**config.mk**
```make
export PLATFORM = sky130hd
export DESIGN_NAME = dual_port_mem_arbiter
export DESIGN_NICKNAME = d
export VERILOG_FILES = /design/src/rtl/dual_port_mem_arbiter_pkg.sv /design/src/rtl/dual_port_mem_arbiter_watchdog.sv /design/src/rtl/dual_port_mem_arbiter.sv
export SDC_FILE = /design/constraint.sdc
export NUM_CORES = 1
export LEC_CHECK = 0
export CAP_MARGIN = 20
export CORE_AREA = 2 2 121 123
export DETAILED_ROUTE_END_ITERATION = 7
export DIE_AREA = 0 0 123 125
export SLEW_MARGIN = 15
export SYNTH_ARGS = -nofsm -noshare
export SYNTH_HDL_FRONTEND = slang
export SYNTH_SLANG_ARGS = --single-unit
```
**constraint.sdc**
```tcl
create_clock -name clk -period 1.4 [get_ports clk]
set_input_delay 0.28 -clock clk [delete_from_list [all_inputs] [get_ports clk]]
set_output_delay 0.28 -clock clk [all_outputs]
set_load 0.05 [all_outputs]
```
**src/rtl/dual_port_mem_arbiter_pkg.sv**
```systemverilog
// Shared types and defaults for the two-master memory arbiter.
// State encoding, bus widths and the timeout read pattern live here.
package dual_port_mem_arbiter_pkg;

   localparam int unsigned ARB_ADDR_WIDTH = 32;
   localparam int unsigned ARB_WORD_WIDTH = 32;
   localparam int unsigned ARB_WE_WIDTH   = 4;
   localparam logic [31:0] ARB_ERR_RDATA  = 32'hDEADBEEF;

   typedef enum logic [1:0] {
      StIdle = 2'd0,
      StBusy = 2'd1,
      StErr  = 2'd2
   } arb_state_e;

endpackage

```
**src/rtl/dual_port_mem_arbiter_watchdog.sv**
```systemverilog
// Saturating transaction watchdog: counts stalled cycles and flags when the
// count sits at TIMEOUT_CYCLES-1. A TIMEOUT_CYCLES of 0 never flags.
module arb_watchdog #(
   parameter int unsigned TIMEOUT_CYCLES = 64
) (
   input  logic clk,
   input  logic rst,
   input  logic i_clr,
   input  logic i_en,
   output logic o_hit
);

   localparam int unsigned CNT_W = (TIMEOUT_CYCLES > 1) ? $clog2(TIMEOUT_CYCLES) : 1;
   localparam logic [CNT_W-1:0] THRESH =
      CNT_W'((TIMEOUT_CYCLES > 0) ? TIMEOUT_CYCLES - 1 : 0);

   logic [CNT_W-1:0] r_cnt;
   logic             w_at_thresh;

   assign w_at_thresh = (r_cnt == THRESH);
   assign o_hit       = (TIMEOUT_CYCLES != 0) && w_at_thresh;

   // Holds at the threshold rather than wrapping back to zero.
   always_ff @(posedge clk or posedge rst) begin
      if (rst) begin
         r_cnt <= '0;
      end else if (i_clr) begin
         r_cnt <= '0;
      end else if (i_en && !w_at_thresh) begin
         r_cnt <= r_cnt + 1'b1;
      end
   end

endmodule

```
**src/rtl/dual_port_mem_arbiter.sv**
```systemverilog
// Round-robin arbiter sharing one valid/ready memory slave between two masters,
// with a watchdog that completes stalled transactions with an error response.
module dual_port_mem_arbiter
   import dual_port_mem_arbiter_pkg::*;
#(
   parameter int unsigned           ADDR_WIDTH     = ARB_ADDR_WIDTH,
   parameter int unsigned           WORD_WIDTH     = ARB_WORD_WIDTH,
   parameter int unsigned           TIMEOUT_CYCLES = 64,
   parameter logic [WORD_WIDTH-1:0] ERR_RDATA      = WORD_WIDTH'(ARB_ERR_RDATA)
) (
   input  logic                    clk,
   input  logic                    rst,
   input  logic                    m0_valid_i,
   output logic                    m0_ready_o,
   input  logic [ADDR_WIDTH-1:0]   m0_addr_i,
   input  logic [WORD_WIDTH-1:0]   m0_wdata_i,
   input  logic [ARB_WE_WIDTH-1:0] m0_we_i,
   output logic [WORD_WIDTH-1:0]   m0_rdata_o,
   output logic                    m0_err_o,
   input  logic                    m1_valid_i,
   output logic                    m1_ready_o,
   input  logic [ADDR_WIDTH-1:0]   m1_addr_i,
   input  logic [WORD_WIDTH-1:0]   m1_wdata_i,
   input  logic [ARB_WE_WIDTH-1:0] m1_we_i,
   output logic [WORD_WIDTH-1:0]   m1_rdata_o,
   output logic                    m1_err_o,
   output logic                    s_valid_o,
   input  logic                    s_ready_i,
   output logic [ADDR_WIDTH-1:0]   s_addr_o,
   output logic [WORD_WIDTH-1:0]   s_wdata_o,
   output logic [ARB_WE_WIDTH-1:0] s_we_o,
   input  logic [WORD_WIDTH-1:0]   s_rdata_i
);

   arb_state_e r_state;
   logic       r_grant;
   logic       r_last_grant;

   logic                  w_busy;
   logic                  w_err;
   logic                  w_gnt_valid;
   logic                  w_done;
   logic                  w_hit;
   logic                  w_wd_clr;
   logic                  w_wd_en;
   logic [WORD_WIDTH-1:0] w_rdata;

   assign w_busy      = (r_state == StBusy);
   assign w_err       = (r_state == StErr);
   assign w_gnt_valid = r_grant ? m1_valid_i : m0_valid_i;

   assign w_wd_clr = !w_busy || s_ready_i;
   assign w_wd_en  = w_busy && !s_ready_i;

   arb_watchdog #(
      .TIMEOUT_CYCLES (TIMEOUT_CYCLES)
   ) u_watchdog (
      .clk   (clk),
      .rst   (rst),
      .i_clr (w_wd_clr),
      .i_en  (w_wd_en),
      .o_hit (w_hit)
   );

   // r_last_grant starts at 1 so master 0 wins the first tie.
   always_ff @(posedge clk or posedge rst) begin
      if (rst) begin
         r_state      <= StIdle;
         r_grant      <= 1'b0;
         r_last_grant <= 1'b1;
      end else begin
         unique case (r_state)
            StIdle: begin
               if (m0_valid_i && m1_valid_i) begin
                  r_grant <= ~r_last_grant;
                  r_state <= StBusy;
               end else if (m0_valid_i) begin
                  r_grant <= 1'b0;
                  r_state <= StBusy;
               end else if (m1_valid_i) begin
                  r_grant <= 1'b1;
                  r_state <= StBusy;
               end
            end
            StBusy: begin
               if (!w_gnt_valid) begin
                  r_state <= StIdle;
               end else if (s_ready_i) begin
                  r_state      <= StIdle;
                  r_last_grant <= r_grant;
               end else if (w_hit) begin
                  r_state <= StErr;
               end
            end
            StErr: begin
               r_state      <= StIdle;
               r_last_grant <= r_grant;
            end
            default: r_state <= StIdle;
         endcase
      end
   end

   always_comb begin
      s_valid_o = w_busy && w_gnt_valid;
      s_addr_o  = '0;
      s_wdata_o = '0;
      s_we_o    = '0;
      if (w_busy) begin
         s_addr_o  = r_grant ? m1_addr_i  : m0_addr_i;
         s_wdata_o = r_grant ? m1_wdata_i : m0_wdata_i;
         s_we_o    = r_grant ? m1_we_i    : m0_we_i;
      end
   end

   assign w_done  = (s_valid_o && s_ready_i) || w_err;
   assign w_rdata = w_err ? ERR_RDATA : s_rdata_i;

   assign m0_ready_o = w_done && !r_grant;
   assign m1_ready_o = w_done && r_grant;
   assign m0_rdata_o = m0_ready_o ? w_rdata : '0;
   assign m1_rdata_o = m1_ready_o ? w_rdata : '0;
   assign m0_err_o   = m0_ready_o && w_err;
   assign m1_err_o   = m1_ready_o && w_err;

endmodule

```
==> results_dict.tcl <==
set metrics [dict create \
    fp.dieH_um 125 \
    rows 44 \
    clk_transition_reported_paths_ns 0.04 \
    yosysWarningCount 0 \
    end_of_the_worst_register_to_register_path "r_state[0]$_DFFE_PP0P_" \
    clock_sink_count 10 \
    post-route-worst-setup-slack_ns -0.536 \
    critical_path.top_delay_family "buffers and inverters" \
    status "finished with violations" \
    largest_family_of_logic_cells_by_synthesized_area "simple AND/OR/NAND/NOR gates" \
    cts.path.max_buffers 2 \
    switching_pwr_w 0.00718 \
    timing.final.crit_share_pct 138 \
    post-synth-top-area-fraction_pct 33.7 \
    post_synth_inst_count 314 \
    placed_cells 819 \
    netlist_area_pre_place_um2 2020 \
    synth.distinct_cells 29 \
    crit_path_max_fanout 8 \
    critical_path_depth 7 \
    dominantRegCellSynth "dfrtp_1" \
    cellInternalPower_w 0.00746 \
    swShare_pct 49.0 \
    worst_ir_drop_vdd_mv 0.952 \
    cap_viol_max_count 0 \
    critical_path.startpoint_type "flop" \
    gate_power_share_pct 93.5 \
    htree_levels 1 \
    endpoint_kind "output port" \
    floorplan.io_pins 310 \
    cts_hold_buffers 0 \
    grt.overflow.total 0 \
    worst_skew_pair.late_latency_ns 0.23 \
    dpl_cell_area_um2 7480 \
    gp_congestion 0.840 \
    grt_setup_unrepaired "yes" \
    setup-violations-final 141 \
    post_route_cells_drive_above_1_share_pct 63.3 \
    timing_worst_slew_pin_value_ns 0.405 \
    postSynthRegisterBits 10 \
    antenna_violating_nets_post_route 0 \
    power_density_nw_per_um2 1690 \
    worst_ep_required_time_ns 1.12 \
    synth_fa_ha_area_share_pct 0.619 \
    post_layout_min_period_ns 1.94 \
    grt_start_max_net_pins 29 \
    p_leak_nw 3.26 \
    synth_xor_area_share_pct 0.433 \
    core_area_um2 14200 \
    clockRootBuffer "clkbuf_16" \
    post_route_clock_skew_ns 0.00114 \
    worstPathCellList "buf_4 > buf_4 > o21ai_4 > buf_12 > buf_12 > clkinvlp_4 > buf_6" \
    final_slew_viol_count 0 \
    worst-endpoint-arrival_ns 1.66 \
    ys_top_cells_by_area "mux2i_1, nor2_1, dfrtp_1, buf_2, and2_1" \
    post-dp-hpwl_mm 11.3 \
    worst_r2r_startpoint "r_grant$_DFFE_PP0P_" \
    number_of_non_filler_instances_in_the_completed_layout 836 \
    via_count 3606 \
    drt_iter0_markers 52 \
    synth_enable_flop_cells 0 \
    cp-startpoint "r_grant$_DFFE_PP0P_" \
    number_of_global_route_vias_before_repair 3813 \
    seq_area_frac_synth_pct 12.4 \
    drt_pre_antenna_iters 4 \
    failed_checks "setup timing" \
    critical_path.endpoint "m1_ready_o" \
    grt_usage_pct 17.0 \
    slowest_delay_ns 0.51 \
    post_synth_top_area_cell "mux2i_1" \
    clock_power_share_pct 3.5 \
    area_growth_pct 328 \
    hp-class "in -> async" \
    synth.mux.area_fraction_pct 33.7 \
    clock.fmax_mhz 516 \
    portion_of_total_power_attributed_to_sequential_cells_pct 3.0 \
    synth_async_sr_flop_share_pct 100 \
    route.detailed.vias_per_inst 4.31 \
    fill_cells 1102 \
    detail_route.wl_per_cell_um 17.2 \
    nets 827 \
    timing_worst_setup_path_type "reg -> out" \
    post_synth.cell_area_avg_um2 6.44 \
    die_area_um2 15400 \
    port_buffers 309 \
    complex_gate_fraction_of_the_synthesized_area_pct 6.37 \
    slew_headroom_pct 73.0 \
    total_clock_buffers_created_by_cts 3 \
    synth_simple_gate_area_share_pct 38.6 \
    grt_first_pass_wirelength_mm 20.7 \
    insertedDiodeCount 0 \
    cts_tree "done" \
    antenna_found_initial 0 \
    ff2ff_setup_slack_ns -0.14 \
    die-width_um 123 \
    register_to_register_path_depth 6 \
    slowest_stage "dfrtp_4" \
    critical_path_buf_inv_count 6 \
    drt_drc_violations_left 0 \
    syn_nets 488 \
    route.final.wire_length_mm 14.4 \
    initial_core_util_pct 14.2 \
    finalInstanceArea_um2 8660 \
    placement_stage_worst_setup_slack_ns -0.603 \
    final-hold-violation-count 0 \
]
[worst register-to-register path, cell delays in order, from the launching register on]
cell	delay (ns)
dfrtp_4	0.51
buf_12	0.17
buf_8	0.14
nand2b_4	0.16
buf_6	0.12
a221o_1	0.31
nand2_1	0.07
[through the flow]
| step | hold slack, ns | total power [W] | util [%] | TNS (ns) |
|---|---|---|---|---|
| CTS | 0.345 | 0.0140 | 58.7 | -59.99 |
| floorplan | 0.119 | 0.00668 | - | -29.06 |
| global placement | 0.537 | 0.0117 | 52.7 | -44.41 |
| global route | 0.367 | 0.0151 | 61.0 | -70.80 |
| detailed placement | 0.547 | 0.0118 | 52.7 | -46.37 |
| finish | 0.335 | 0.0146 | 61.0 | -62.66 |
[layout make-up]
cell class,count,area (um^2),area share (%)
clock buffer,4,78.8,0.910
inverter,4,22.5,0.260
multi-input combinational,273,2940,33.9
sequential,10,256,2.96
tap,184,230,2.66
timing repair buffer,361,5140,59.3
[Yosys cell counts, types with 3 or more instances]
library cell	instances
buf_6	3
buf_2	17
o21ai_0	3
nand2_1	7
nand2b_1	3
clkbuf_1	7
mux2i_1	68
dfrtp_1	9
inv_1	4
and3_1	10
and2_1	11
nor2_1	146
a21oi_1	6
[placed cells by master (no fill, tap or decap), drive strengths merged]
cell / netlist / final
a211oi: 2 / 2
a21boi: 1 / 1
a21o: 1 / 1
a21oi: 6 / 6
a221o: 1 / 1
a311oi: 2 / 2
a32o: 1 / 1
and2: 11 / 11
and2b: 1 / 1
and3: 10 / 10
and4b: 1 / 1
buf: 20 / 187
clkbuf: 7 / 6
clkdlybuf4s50: 0 / 169
clkinvlp: 0 / 2
dfrtp: 9 / 9
dfstp: 1 / 1
dlygate4sd2: 0 / 3
ha: 1 / 1
inv: 4 / 2
mux2i: 68 / 68
nand2: 7 / 7
nand2b: 3 / 3
nand3: 2 / 2
nand4b: 1 / 1
nor2: 146 / 146
nor3: 2 / 2
o21ai: 4 / 4
or3b: 1 / 1
xnor2: 1 / 1
[per-layer routing]
metal	track usage [%]	wire length, um
met1	18.7	5040
met2	33.1	8110
met3	3.92	1070
met5	0	0
met4	2.14	188
[logic make-up after synthesis]
group,Yosys count
adder cells (fa/ha/maj),1
XOR/XNOR,1
AO/OA/AOI/OAI,18
buffers and inverters,31
flip-flops,10
AND/OR/NAND/NOR,185
multiplexers,68
[sequential cells by signal (all words and copies together), names as in the netlist]
| register | flops |
|---|---|
| r_grant | 1 |
| u_watchdog.r_cnt | 6 |
| r_state | 2 |
| r_last_grant | 1 |
[power by group through the flow]
stage | clock, W | combinational [W] | sequential (W)
2_1_floorplan | 0 | 0.00628 | 0.000401
6_report | 0.000512 | 0.0137 | 0.000441
3_3_place_gp | 0 | 0.0113 | 0.000475
3_5_place_dp | 0 | 0.0114 | 0.000479
5_1_grt | 0.000539 | 0.0142 | 0.000447
4_1_cts | 0.000513 | 0.0130 | 0.000423
[timing repair]
action | CTS | global route
gates cloned | 3 | 3
endpoints found under the setup margin | 142 | 145
hold endpoints to repair | 0 | 0
buffers inserted | 7 | 1
pin swaps | 24 | 27
resized for setup | 173 | 47
[worst min path at each step]
stage	endpoint	slack (ns)	cells after the start
after floorplan	r_grant$_DFFE_PP0P_	0.12	1
after global placement	u_watchdog.r_cnt[1]$_DFFE_PP0P_	0.54	2
after detailed placement	r_last_grant$_DFFE_PP1P_	0.55	2
after CTS	u_watchdog.r_cnt[5]$_DFFE_PP0P_	0.35	2
after global routing	u_watchdog.r_cnt[1]$_DFFE_PP0P_	0.37	2
final	u_watchdog.r_cnt[5]$_DFFE_PP0P_	0.34	2
Power figures use the tool's default switching activity.
